[config.mk]
export PLATFORM = sky130hd
export DESIGN_NAME = me_search_engine_flat
export DESIGN_NICKNAME = d
export VERILOG_FILES = /design/src/rtl/me_pkg.sv /design/src/rtl/me_search_engine_if.sv /design/src/rtl/me_sad_accum.sv /design/src/rtl/me_search_engine.sv /design/src/flat_wrapper.sv
export SDC_FILE = /design/constraint.sdc
export NUM_CORES = 1
export LEC_CHECK = 0
export ABC_AREA = 1
export BUFFER_PORTS_ARGS = -buffer_cell sky130_fd_sc_hd__buf_2
export CORE_ASPECT_RATIO = 1.1
export CORE_MARGIN = 4
export CORE_UTILIZATION = 41
export DETAILED_ROUTE_END_ITERATION = 6
export PLACE_DENSITY = 0.63
export SKIP_CTS_REPAIR_TIMING = 1
export SLEW_MARGIN = 20
export SYNTH_ARGS = -nofsm -noshare
export SYNTH_HDL_FRONTEND = slang
export SYNTH_SLANG_ARGS = --single-unit
[constraint.sdc]
create_clock -name clock -period 13.5 [get_ports clock]
set_clock_uncertainty 0.15 [all_clocks]
set_input_delay 2.7 -clock clock [delete_from_list [all_inputs] [get_ports clock]]
set_output_delay 2.7 -clock clock [all_outputs]
set_load 0.005 [all_outputs]
[src/rtl/me_pkg.sv]
// Shared constants and geometry helpers for the motion-estimation search engine.
package me_pkg;

    // Search controller states
    localparam logic [2:0] ST_IDLE    = 3'd0;
    localparam logic [2:0] ST_FETCH   = 3'd1;
    localparam logic [2:0] ST_DRAIN   = 3'd2;
    localparam logic [2:0] ST_COMPARE = 3'd3;
    localparam logic [2:0] ST_DONE    = 3'd4;

    // Search window edge in pixels
    function automatic int unsigned win_w(input int unsigned block, input int unsigned range);
        return block + 2 * range - 1;
    endfunction

    // SAD width: one pixel difference times BLOCK*BLOCK terms, never overflows
    function automatic int unsigned dist_w(input int unsigned block, input int unsigned pixel_w);
        return pixel_w + 2 * $clog2(block);
    endfunction

    // Signed motion component width, also the width of the biased offset counters
    function automatic int unsigned mv_w(input int unsigned range);
        return $clog2(range) + 1;
    endfunction

    // Reference ROM address width
    function automatic int unsigned addr_r_w(input int unsigned block);
        return $clog2(block * block);
    endfunction

    // Search ROM address width
    function automatic int unsigned addr_s_w(input int unsigned block, input int unsigned range);
        return $clog2(win_w(block, range) * win_w(block, range));
    endfunction

endpackage

[src/rtl/me_search_engine_if.sv]
// ROM-side bus of the search engine: reference and search pixel fetch.
interface me_search_engine_if #(
    parameter int unsigned BLOCK   = 16,
    parameter int unsigned RANGE   = 8,
    parameter int unsigned PIXEL_W = 8
) ();
    import me_pkg::*;

    logic [addr_r_w(BLOCK)-1:0]        AddressR;
    logic [PIXEL_W-1:0]                R;
    logic [addr_s_w(BLOCK, RANGE)-1:0] AddressS;
    logic [PIXEL_W-1:0]                S;

    // Engine side issues addresses and receives pixels one cycle later
    modport master (output AddressR, output AddressS, input R, input S);

    // ROM side
    modport slave (input AddressR, input AddressS, output R, output S);

endinterface

[src/rtl/me_sad_accum.sv]
// Absolute difference of one pixel pair plus running SAD accumulator.
module me_sad_accum #(
    parameter int unsigned PIXEL_W = 8,
    parameter int unsigned DIST_W  = 16
) (
    input  logic               clock,
    input  logic               reset,
    input  logic               clear,
    input  logic               enable,
    input  logic [PIXEL_W-1:0] r,
    input  logic [PIXEL_W-1:0] s,
    output logic [DIST_W-1:0]  acc
);

    logic [PIXEL_W-1:0] diff_c;

    // Unsigned |r - s| without a sign bit
    always_comb begin
        diff_c = (r >= s) ? (r - s) : (s - r);
    end

    // Clear wins over enable so a discarded in-flight read never survives
    always_ff @(posedge clock) begin
        if (reset) begin
            acc <= '0;
        end else if (clear) begin
            acc <= '0;
        end else if (enable) begin
            acc <= acc + DIST_W'(diff_c);
        end
    end

endmodule

[src/rtl/me_search_engine.sv]
// Parametrised full-search block motion estimator with early exit options.
module me_search_engine
    import me_pkg::*;
#(
    parameter int unsigned BLOCK   = 16,
    parameter int unsigned RANGE   = 8,
    parameter int unsigned PIXEL_W = 8
) (
    input  logic                                  clock,
    input  logic                                  reset,
    input  logic                                  start,
    input  logic                                  early_term_en,
    input  logic                                  thr_en,
    input  logic [dist_w(BLOCK, PIXEL_W)-1:0]     threshold,
    me_search_engine_if.master                    rom,
    output logic [dist_w(BLOCK, PIXEL_W)-1:0]     BestDist,
    output logic signed [mv_w(RANGE)-1:0]         motionX,
    output logic signed [mv_w(RANGE)-1:0]         motionY,
    output logic                                  busy,
    output logic                                  completed
);

    localparam int unsigned W      = win_w(BLOCK, RANGE);
    localparam int unsigned DIST_W = dist_w(BLOCK, PIXEL_W);
    localparam int unsigned MV_W   = mv_w(RANGE);
    localparam int unsigned AW_R   = addr_r_w(BLOCK);
    localparam int unsigned AW_S   = addr_s_w(BLOCK, RANGE);
    localparam int unsigned LB     = $clog2(BLOCK);

    localparam logic [AW_R-1:0] IDX_LAST = AW_R'(BLOCK * BLOCK - 1);
    localparam logic [AW_R-1:0] IDX_ONE  = AW_R'(1);
    localparam logic [MV_W-1:0] OFS_LAST = MV_W'(2 * RANGE - 1);
    localparam logic [MV_W-1:0] OFS_BIAS = MV_W'(RANGE);
    localparam logic [MV_W-1:0] OFS_ONE  = MV_W'(1);

    // Candidate offsets are kept biased by RANGE so they run 0..2*RANGE-1
    logic [2:0]              state_q, nxt_state;
    logic [AW_R-1:0]         idx_q, nxt_idx;
    logic [MV_W-1:0]         ox_q, nxt_ox;
    logic [MV_W-1:0]         oy_q, nxt_oy;
    logic [DIST_W-1:0]       nxt_best;
    logic signed [MV_W-1:0]  nxt_mvx, nxt_mvy;
    logic                    nxt_busy, nxt_done;
    logic                    et_q, nxt_et;
    logic                    thr_q, nxt_thr;
    logic [DIST_W-1:0]       thr_val_q, nxt_thr_val;
    logic                    rd_vld_q, nxt_rd_vld;
    logic [AW_R-1:0]         addr_r_q, nxt_addr_r;
    logic [AW_S-1:0]         addr_s_q, nxt_addr_s;

    logic                    acc_clr_c;
    logic                    upd_c;
    logic                    last_c;
    logic [DIST_W-1:0]       best_new_c;
    logic [LB-1:0]           row_c, col_c;
    logic [DIST_W-1:0]       acc;

    assign rom.AddressR = addr_r_q;
    assign rom.AddressS = addr_s_q;

    me_sad_accum #(
        .PIXEL_W (PIXEL_W),
        .DIST_W  (DIST_W)
    ) u_sad_accum (
        .clock  (clock),
        .reset  (reset),
        .clear  (acc_clr_c),
        .enable (rd_vld_q),
        .r      (rom.R),
        .s      (rom.S),
        .acc    (acc)
    );

    // Next-state, candidate scan, best tracking and address generation
    always_comb begin
        nxt_state   = state_q;
        nxt_idx     = idx_q;
        nxt_ox      = ox_q;
        nxt_oy      = oy_q;
        nxt_best    = BestDist;
        nxt_mvx     = motionX;
        nxt_mvy     = motionY;
        nxt_busy    = busy;
        nxt_done    = completed;
        nxt_et      = et_q;
        nxt_thr     = thr_q;
        nxt_thr_val = thr_val_q;
        nxt_rd_vld  = 1'b0;
        acc_clr_c   = 1'b0;
        upd_c       = (acc < BestDist);
        last_c      = (ox_q == OFS_LAST) && (oy_q == OFS_LAST);
        best_new_c  = upd_c ? acc : BestDist;

        case (state_q)
            ST_IDLE, ST_DONE: begin
                if (start) begin
                    nxt_state   = ST_FETCH;
                    nxt_best    = '1;
                    nxt_ox      = '0;
                    nxt_oy      = '0;
                    nxt_idx     = '0;
                    nxt_et      = early_term_en;
                    nxt_thr     = thr_en;
                    nxt_thr_val = threshold;
                    nxt_busy    = 1'b1;
                    nxt_done    = 1'b0;
                    acc_clr_c   = 1'b1;
                end
            end
            ST_FETCH: begin
                if (et_q && (acc >= BestDist)) begin
                    // Candidate cannot win any more; the read issued now is dropped
                    nxt_state = ST_COMPARE;
                end else begin
                    nxt_rd_vld = 1'b1;
                    if (idx_q == IDX_LAST) begin
                        nxt_state = ST_DRAIN;
                    end else begin
                        nxt_idx = idx_q + IDX_ONE;
                    end
                end
            end
            ST_DRAIN: begin
                nxt_state = ST_COMPARE;
            end
            ST_COMPARE: begin
                if (upd_c) begin
                    nxt_best = acc;
                    nxt_mvx  = ox_q - OFS_BIAS;
                    nxt_mvy  = oy_q - OFS_BIAS;
                end
                if (ox_q == OFS_LAST) begin
                    nxt_ox = '0;
                    nxt_oy = oy_q + OFS_ONE;
                end else begin
                    nxt_ox = ox_q + OFS_ONE;
                end
                nxt_idx   = '0;
                acc_clr_c = 1'b1;
                if (last_c || (thr_q && (best_new_c <= thr_val_q))) begin
                    nxt_state = ST_DONE;
                    nxt_busy  = 1'b0;
                    nxt_done  = 1'b1;
                end else begin
                    nxt_state = ST_FETCH;
                end
            end
            default: begin
                nxt_state = ST_IDLE;
            end
        endcase

        row_c      = nxt_idx[AW_R-1:LB];
        col_c      = nxt_idx[LB-1:0];
        nxt_addr_r = nxt_idx;
        nxt_addr_s = AW_S'((32'(nxt_oy) + 32'(row_c)) * W + 32'(nxt_ox) + 32'(col_c));
    end

    // State and output registers; reset discards any search in progress
    always_ff @(posedge clock) begin
        if (reset) begin
            state_q   <= ST_IDLE;
            idx_q     <= '0;
            ox_q      <= '0;
            oy_q      <= '0;
            BestDist  <= '1;
            motionX   <= '0;
            motionY   <= '0;
            busy      <= 1'b0;
            completed <= 1'b0;
            et_q      <= 1'b0;
            thr_q     <= 1'b0;
            thr_val_q <= '0;
            rd_vld_q  <= 1'b0;
            addr_r_q  <= '0;
            addr_s_q  <= '0;
        end else begin
            state_q   <= nxt_state;
            idx_q     <= nxt_idx;
            ox_q      <= nxt_ox;
            oy_q      <= nxt_oy;
            BestDist  <= nxt_best;
            motionX   <= nxt_mvx;
            motionY   <= nxt_mvy;
            busy      <= nxt_busy;
            completed <= nxt_done;
            et_q      <= nxt_et;
            thr_q     <= nxt_thr;
            thr_val_q <= nxt_thr_val;
            rd_vld_q  <= nxt_rd_vld;
            addr_r_q  <= nxt_addr_r;
            addr_s_q  <= nxt_addr_s;
        end
    end

endmodule

[src/flat_wrapper.sv]
// flat-port wrapper written by rule: the top's interface ports become plain ports
module me_search_engine_flat import me_pkg::*;
#(
    parameter int unsigned BLOCK   = 16,
    parameter int unsigned RANGE   = 8,
    parameter int unsigned PIXEL_W = 8
)
  (clock, reset, start, early_term_en, thr_en, threshold, BestDist, motionX, motionY, busy, completed, rom_AddressR, rom_AddressS, rom_R, rom_S);
  me_search_engine_if #(.BLOCK(BLOCK), .RANGE(RANGE), .PIXEL_W(PIXEL_W)) rom_i ();
  input  logic clock;
  input  logic reset;
  input  logic start;
  input  logic early_term_en;
  input  logic thr_en;
  input  logic [dist_w(BLOCK, PIXEL_W)-1:0] threshold;
  output logic [dist_w(BLOCK, PIXEL_W)-1:0] BestDist;
  output logic signed [mv_w(RANGE)-1:0] motionX;
  output logic signed [mv_w(RANGE)-1:0] motionY;
  output logic busy;
  output logic completed;
  output wire logic [$bits(rom_i.AddressR)-1:0] rom_AddressR;
  output wire logic [$bits(rom_i.AddressS)-1:0] rom_AddressS;
  input wire logic [$bits(rom_i.R)-1:0] rom_R;
  input wire logic [$bits(rom_i.S)-1:0] rom_S;
  assign rom_AddressR = rom_i.AddressR;
  assign rom_AddressS = rom_i.AddressS;
  assign rom_i.R = rom_R;
  assign rom_i.S = rom_S;
  me_search_engine #(.BLOCK(BLOCK), .RANGE(RANGE), .PIXEL_W(PIXEL_W)) u_core (.clock(clock), .reset(reset), .start(start), .early_term_en(early_term_en), .thr_en(thr_en), .threshold(threshold), .rom(rom_i), .BestDist(BestDist), .motionX(motionX), .motionY(motionY), .busy(busy), .completed(completed));
endmodule
==> flow_summary.toml, run 1 <==
[status]
outcome = "finished, final reports clean"

[routing]
wire_per_inst_um = 13.0
postRouteAntennaNets = 0
first_pass_iters = 5
vias = 5926
vias_per_cell = 4.93
drtIter0Drc = 299
drc = 0
routed_wl_mm = 15.6

[setup_path]
crit_slowest_cell = "fa_1"
worstSetupPathType = "input pin to flip-flop"
cp-end-kind = "flip-flop"
cp.required_ps = 13590
crit_fanout = 35
cpMostUsedCell = "inv_1"
cp.arrival_ps = 8640
critPathMaxStageDelay_ps = 520
critPathLaunchType = "input pin"

[hold_path]
holdCritPathClass = "flip-flop to flip-flop"

[clock_network]
tritoncts = "yes"
numCtsBuffers = 9
cts.reportedPaths.clkPinSlew_ps = 60
clock_latency_ps = 340
cts-root-buf = "clkbuf_16"
clockBufferDepth = 2
clkSinkCount = 90
htreeDepth = 3

[synth]
synthArstFlopShare_pct = 0
yosysUniqueCellTypes = 47
ys_seq_elements = 90
yosys_warnings = 0
yosysSeqAreaShare_pct = 26.1
avgSynthCellArea_um2 = 7.43
postSynthNetCount = 1074
synthFlopType = "dfxtp_1"
synth_edf_count = 0
syn_inst = 927
syn-cell-area_um2 = 6890

[place]
pre_cts_ws_ps = 4550
port_buffers = 80
hpwl_mm = 12.4
finalWeightedCongestion = 0.871
placed_cell_area_um2 = 7410

[floorplanning]
dieHeight_um = 144
core.rowCount = 49
die_w_um = 132
start_util_pct = 41.9
die_area_um2 = 18900
io_pins = 81
coreArea_um2 = 16400

[timing]
final-setup-viol-count = 0
hold_ws_ps = 292
post-route-period-util_pct = 63.4
slew_headroom_pct = 47.8
fmax_mhz = 117
finalHoldViolCount = 0
tightest_slew_ps = 780
fin_crit_ps = 8560
setup_ws_ps = 4940
rsz0062_at_grt = "false"
drv_slew = 0
fin_setup_tns_ps = 0

[grt]
groute.usage.overall_pct = 17.2
grt_pass1_wl_mm = 26.9
first_global_vias = 5665
grt_start_max_net_pins = 50
antenna_found_initial = 0
overflow = 0

[layout]
fin_nets = 1141
n_antenna_cell = 0
regArea_um2 = 1800
fill_cells = 1723
stdcell_area_um2 = 7720
finalCoreUtilization_pct = 47.0
areaGrowthSynthToFinish_pct = 12.0
multi_input_area_um2 = 4300
drive_above_1_share_pct = 15.4
final_common_cell = "nand2_1"
final_cell_mix = "162 x nand2_1, 158 x inv_1, 94 x a21oi_1"

[power]
cellPowerDensity_nw_per_um2 = 101
p_leak_uw = 0.00409
vdd_ir_drop_max_mv = 0.0623

[run]
maxCapViolCount = 0
[cell families after synthesis]
group / share of synthesized area, %
compound gates: 18.0
xor+xnor: 2.54
fa+ha+maj: 22.0
buf+inv: 11.4
flops: 26.1
mux: 0.145
simple gates: 19.7
[registers in the layout (all words and copies together) (netlist names)]
| register | flops |
|---|---|
| u_core.et_q | 1 |
| u_core.idx_q | 8 |
| u_core.rom.AddressS | 10 |
| u_core.state_q | 3 |
| u_core.thr_val_q | 16 |
| u_core.BestDist | 16 |
| u_core.u_sad_accum.acc | 16 |
| u_core.oy_q | 4 |
| u_core.busy | 1 |
| u_core.completed | 1 |
| u_core.motionX | 4 |
| u_core.ox_q | 4 |
| u_core.rd_vld_q | 1 |
| u_core.thr_q | 1 |
| u_core.motionY | 4 |
[report_power, final]
| group | internal (uW) | switching (uW) |
|---|---|---|
| Combinational | 76.6 | 135 |
| Sequential | 287 | 15.0 |
| Clock | 165 | 102 |
| Total | 528 | 252 |
[synth_stat cells, types with 4 or more instances]
library cell	number	area [um2]
a21oi_1	94	470
buf_2	6	30.0
buf_4	5	37.5
clkbuf_1	11	41.3
dfxtp_1	90	1800
fa_1	19	380
ha_1	91	1140
inv_1	158	593
inv_2	10	37.5
nand2_1	162	608
nand2_2	6	37.5
nand3_1	36	180
nand4_1	11	68.8
nor2_1	61	229
nor2_2	4	25.0
nor3_1	5	25.0
o211ai_1	7	52.6
o21ai_0	50	250
o21ai_1	5	25.0
o21ai_2	14	123
o221ai_1	5	43.8
o22ai_1	15	93.8
or2_2	4	25.0
xnor2_1	5	43.8
xor2_1	15	131
[final cells by class]
cell class	count	area share, %
Clock buffer	11	3.14
Clock inverter	3	0.843
Inverter	170	8.33
Multi-Input combinational cell	642	55.8
Sequential cell	90	23.3
Tap cell	204	3.31
Timing Repair Buffer	81	5.28
[through the flow]
| stage | total power (uW) | std cells |
|---|---|---|
| global route | 839 | 1201 |
| detailed placement | 520 | 1187 |
| global placement | 518 | 1187 |
| finish | 780 | 1201 |
| floorplan | 468 | 927 |
| CTS | 791 | 1201 |
[worst max-delay path, delay by kind of cell]
family | cells | cell delay, ps
buffers and inverters | 9 | 1300
XOR/XNOR | 1 | 450
AO/OA/AOI/OAI | 2 | 420
AND/OR/NAND/NOR | 12 | 1240
adder cells (fa/ha/maj) | 7 | 2530
[worst paths after layout]
kind                             to  slack, ps  cells past startpoint                from
min reg2reg       u_core.motionX[0]        290                      2   u_core.motionX[0]
max reg2reg  u_core.rom.AddressS[9]       6740                     36  u_core.BestDist[9]
min               u_core.motionX[0]        290                      2   u_core.motionX[0]
max          u_core.rom.AddressS[9]       4940                     31               start
[layer usage]
layer | vias to the layer above | global-route usage [%] | share of wire (%)
met3 | 12 | 3.93 | 3.9
met4 | 0 | 4.09 | 1.3
met2 | 91 | 29.7 | 49
met1 | 2657 | 22.2 | 46
met5 | - | 0 | 0
li1 | 3166 | - | -
(Power assumes the default switching activity.)
==> run 2, diff against run 1 <==
Settings changed: PLACE_DENSITY 0.63 to 0.66.
Clock period 13.5 ns to 7.1 ns, I/O delays scaled along.
==> flow_summary.toml, run 2 (synthesis gave the netlist of run 1 again) <==
[setup_path]
crit_slowest_cell = "fa_1"
critPathLaunchType = "flip-flop"
critPathMaxStageDelay_ps = 510
r2r_cells = 35
worst-path-buf-inv = 8
cpMostUsedCell = "inv_1"
cp.required_ps = 7190
crit_family = "adder cells"
rrSetupSlack_ps = 660
cp-end-kind = "flip-flop"
cp.arrival_ps = 6530
worstSetupPathType = "flip-flop to flip-flop"
r2r_start = "u_core.BestDist[15]"
crit_fanout = 14
reg2reg_to = "u_core.rom.AddressS[9]"

[routing]
drtIter0Drc = 223
routed_wl_mm = 15.2
postRouteAntennaNets = 0
vias_per_cell = 4.93
first_pass_iters = 5
drc = 0
wire_per_inst_um = 12.6
vias = 5950

[clock_network]
htreeDepth = 3
cts.reportedPaths.clkPinSlew_ps = 70
numCtsBuffers = 9
clkSinkCount = 90
tritoncts = "yes"
clockBufferDepth = 2
clock_latency_ps = 350
cts-root-buf = "clkbuf_16"

[layout]
final_common_cell = "nand2_1"
n_antenna_cell = 0
fin_nets = 1145
areaGrowthSynthToFinish_pct = 12.4
stdcell_area_um2 = 7750
fill_cells = 1676
multi_input_area_um2 = 4300
regArea_um2 = 1800
drive_above_1_share_pct = 16.1
final_cell_mix = "162 x nand2_1, 158 x inv_1, 94 x a21oi_1"
reg.largest.list = "u_core.BestDist x16, u_core.thr_val_q x16, u_core.u_sad_accum.acc x16"

[floorplanning]
io_pins = 81
die_w_um = 132
start_util_pct = 41.9
dieHeight_um = 144
core.rowCount = 49
coreArea_um2 = 16400
die_area_um2 = 18900

[timing]
slew_headroom_pct = 53.7
final-setup-viol-count = 0
fmax_mhz = 155
fin_crit_ps = 6440
tightest_slew_ps = 692
finalHoldViolCount = 0
fin_setup_tns_ps = 0
post-route-period-util_pct = 90.7
drv_slew = 0
setup_ws_ps = 659
rsz0062_at_grt = "false"

[hold_path]
hold_path_end = "u_core.motionX[1]"
hold_path_startpoint = "u_core.motionX[1]"
holdCritPathClass = "flip-flop to flip-flop"
whs_path_depth = 2

[place]
pre_cts_ws_ps = 375
placed_cell_area_um2 = 7440
hpwl_mm = 12.3
port_buffers = 80
finalWeightedCongestion = 0.847

[power]
p_leak_uw = 0.00411
cellPowerDensity_nw_per_um2 = 190
vdd_ir_drop_max_mv = 0.126

[grt]
antenna_found_initial = 0
grt_pass1_wl_mm = 26.6
first_global_vias = 5735
grt_start_max_net_pins = 45
overflow = 0
groute.usage.overall_pct = 16.8

[run]
maxCapViolCount = 0

[status]
outcome = "finished, final reports clean"
-- run 2: cell count changes in the layout (fill, tap and decap cells not counted) --
cell	before	now
inv_6	0	1
clkinvlp_4	0	1
clkbuf_1	1	0
buf_4	1	5
clkinv_2	1	2
bufinv_16	2	1
clkinv_4	0	1
-- run 2: cell type report --
type                    count  area share [%]
multi-input cells         642            55.6
flip-flops and latches     90            23.3
inverters                 170            8.30
repair buffers             85            5.65
well taps                 204            3.30
clock buffers              10            3.09
clock inverters             6           0.840
-- run 2: routing by layer --
| metal | routed length (um) | track usage, % | vias to the layer above |
|---|---|---|---|
| li1 | - | - | 3165 |
| met1 | 7070 | 20.8 | 2682 |
| met2 | 7360 | 30.0 | 83 |
| met3 | 602 | 3.76 | 20 |
| met4 | 211 | 4.26 | 0 |
| met5 | 0 | 0 | - |
-- run 2: how the worst max path moves through the flow --
stage / end / slack [ps] / cells past startpoint / start
after CTS: u_core.rom.AddressS[9] / 630 / 35 / u_core.BestDist[15]
after global routing: u_core.rom.AddressS[8] / 70 / 38 / u_core.BestDist[9]
final: u_core.rom.AddressS[9] / 660 / 35 / u_core.BestDist[15]
after global placement: u_core.rom.AddressS[9] / 440 / 29 / start
after floorplan: u_core.rom.AddressS[9] / 760 / 30 / start
after detailed placement: u_core.rom.AddressS[9] / 380 / 29 / start
-- run 2: tightest hold or removal path: stages, from the launching register on --
cell,delay (ps)
dfxtp_1,310
inv_1,40
a21oi_1,50
-- run 2: report_power, final --
group | switching [uW] | total [uW] | internal (uW)
combinational | 258 | 409 | 151
sequential | 27.4 | 572 | 545
clock | 209 | 492 | 283
total | 494 | 1470 | 979
-- run 2: through the flow --
step,std cells,utilization (%),hold WS (ps),total power [uW]
after floorplan,927,-,285,889
after global placement,1191,45.3,281,989
after detailed placement,1191,45.3,285,994
after CTS,1207,47.1,296,1490
after global routing,1207,47.1,314,1580
final,1207,47.1,294,1470
==> run 3, diff against run 2 <==
--- a/config.mk
+++ b/config.mk
@@ -6,5 +6,4 @@
 export NUM_CORES = 1
 export LEC_CHECK = 0
-export ABC_AREA = 1
 export BUFFER_PORTS_ARGS = -buffer_cell sky130_fd_sc_hd__buf_2
 export CORE_ASPECT_RATIO = 1.1
--- a/constraint.sdc
+++ b/constraint.sdc
@@ -3,3 +3,3 @@
 set_input_delay 1.42 -clock clock [delete_from_list [all_inputs] [get_ports clock]]
 set_output_delay 1.42 -clock clock [all_outputs]
-set_load 0.005 [all_outputs]
+set_load 0.05 [all_outputs]
==> flow_summary.toml, run 3 <==
[status]
outcome = "finished, final reports clean"

[clock_network]
clkSinkCount = 90
cts-root-buf = "clkbuf_16"
numCtsBuffers = 9
clockBufferDepth = 2
cts.reportedPaths.clkPinSlew_ps = 70
clock_latency_ps = 360
tritoncts = "yes"
htreeDepth = 3

[layout]
drive_above_1_share_pct = 15.1
final_common_cell = "nand2_1"
final_cell_mix = "97 x nand2_1, 91 x ha_1, 89 x dfxtp_1"
instances_no_fill = 1103
stdcell_area_um2 = 7670
n_antenna_cell = 0
reg.largest.list = "u_core.BestDist x16, u_core.thr_val_q x16, u_core.u_sad_accum.acc x16"
fin_nets = 1045
areaGrowthSynthToFinish_pct = 14.9
fill_cells = 1600

[power]
p_leak_uw = 0.00383
pwr-share-comb_pct = 17.4
power_uw = 1230
vdd_ir_drop_max_mv = 0.121
p_int_uw = 877
pwr-share-seq_pct = 42.7
clkPwrFrac_pct = 39.8
swShare_pct = 28.8
cellPowerDensity_nw_per_um2 = 161
p_sw_uw = 354

[timing]
final-setup-viol-count = 0
slew_headroom_pct = 37.8
finalHoldViolCount = 0
drv_slew = 0
fmax_mhz = 152
fin_crit_ps = 6590
rsz0062_at_grt = "false"
tightest_slew_ps = 928
post-route-period-util_pct = 92.9
fin_setup_tns_ps = 0

[setup_path]
critPathLaunchType = "flip-flop"
worst-path-buf-inv = 4
worstSetupPathType = "flip-flop to flip-flop"
crit_fanout = 5
cp-end-kind = "flip-flop"
crit_slowest_cell = "or4_1"
cp.arrival_ps = 6650
cp.required_ps = 7160
critPathMaxStageDelay_ps = 520
crit_family = "adder cells"

[routing]
postRouteAntennaNets = 0
routed_wl_mm = 15.7
route.met2.wl_mm = 7.85
routed.top_layer = "met5"
wire_per_inst_um = 14.3
drtIter0Drc = 287
vias = 5804
drc = 0
met1_length_mm = 6.94
first_pass_iters = 4
vias_per_cell = 5.26
wl_met3_um = 614

[hold_path]
holdCritPathClass = "flip-flop to flip-flop"

[synth]
synthFlopType = "dfxtp_1"
yosysSeqAreaShare_pct = 27.0
synth.area.top_cells = "dfxtp_1 27%, ha_1 17%, fa_1 5.7%, nand2_1 5.5%, a21oi_1 5.3%"
synthArstFlopShare_pct = 0
synth_compound_area_share_pct = 18.9
yosysUniqueCellTypes = 65
ys_seq_elements = 90
syn-cell-area_um2 = 6670
yosys_warnings = 0
synthMuxAreaShare_pct = 2.14
synth_edf_count = 0
yosys.area_share.simple_pct = 19.3
synthXorXnorAreaFrac_pct = 2.89
synthAdderAreaFrac_pct = 22.8
avgSynthCellArea_um2 = 8.18
yosysMostFrequentCell = "nand2_1"
synth_commonest_cells = "97 x nand2_1, 91 x ha_1, 90 x dfxtp_1, 88 x inv_1, 70 x a21oi_1"
yosys.area.top_type = "dfxtp_1"
synth_top_family_by_area = "adder cells"
postSynthNetCount = 963
syn_inst = 816
synth_top_area_share_pct = 27.0

[run]
maxCapViolCount = 0

[floorplanning]
die_area_um2 = 18400
core.rowCount = 48
io_pins = 81
dieHeight_um = 142
die_w_um = 130
start_util_pct = 42.1
coreArea_um2 = 15900

[place]
hpwl_mm = 12.3
dp_cells = 1087
port_buffers = 80
finalWeightedCongestion = 0.880
placed_cell_area_um2 = 7340

[grt]
grt_pass1_wl_mm = 26.0
antenna_found_initial = 1
overflow = 0
groute.usage.overall_pct = 17.5
grt_start_max_net_pins = 48
first_global_vias = 5604
## run 3: cell types whose count changed in the layout (fill, tap and decap cells not counted), sizes merged, moves of 22 or more
cell,before,now
o21ai,69,40
nand3,41,19
inv,171,90
nand2,169,97
nor3,6,30
a21oi,98,70
## run 3: worst paths after layout
check	from	to	slack, ps	cells after the start
hold / removal	u_core.thr_val_q[3]	u_core.thr_val_q[3]	310	2
setup / recovery	u_core.BestDist[6]	u_core.rom.AddressS[9]	510	25
hold reg to reg	u_core.thr_val_q[3]	u_core.thr_val_q[3]	310	2
setup reg to reg	u_core.BestDist[6]	u_core.rom.AddressS[9]	510	25
## run 3: logic make-up (layout without fill, tap and decap cells)
kind of cell,Yosys count,count (layout)
and+or+nand+nor,270,270
adders and majority gates,110,110
muxes,14,14
buffers and inverters,117,204
AOI/OAI and AO/OA,193,193
DFF,90,90
xor gates and xnor gates,22,22
## run 3: through the flow
step,hold WS (ps),util (%),worst slack (ps)
finish,306,48.4,505
global route,327,48.4,57.3
floorplan,286,-,9.34
CTS,306,48.2,169
detailed placement,297,46.3,3.47
global placement,293,46.3,101
## run 3: power by group through the flow
stage | registers [uW] | clock network, uW | logic [uW]
5_1_grt | 527 | 523 | 242
6_report | 526 | 490 | 214
3_3_place_gp | 538 | 0 | 211
4_1_cts | 526 | 497 | 215
3_5_place_dp | 538 | 0 | 214
2_1_floorplan | 542 | 0 | 152
## run 3: routing by layer
layer | up-vias | track usage [%]
li1 | 2981 | -
met1 | 2707 | 21.7
met2 | 86 | 30.2
met3 | 28 | 3.65
met4 | 2 | 5.80
met5 | - | 0
## run 3: area by class of cell
cell class                 instances  area, um2  area share, %
timing repair buffer              99        543           7.08
sequential                        90       1800           23.5
tap                              200        250           3.26
clock inverter                     6       65.1          0.849
inverter                          89        334           4.36
clock buffer                      10        229           2.99
multi-input combinational        609       4440           57.9
## run 3: tightest hold or removal path: cells and delay by family (launching register included)
kind	cells	cell delay [ps]
flops	1	310
simple gates	1	50
compound gates	1	50
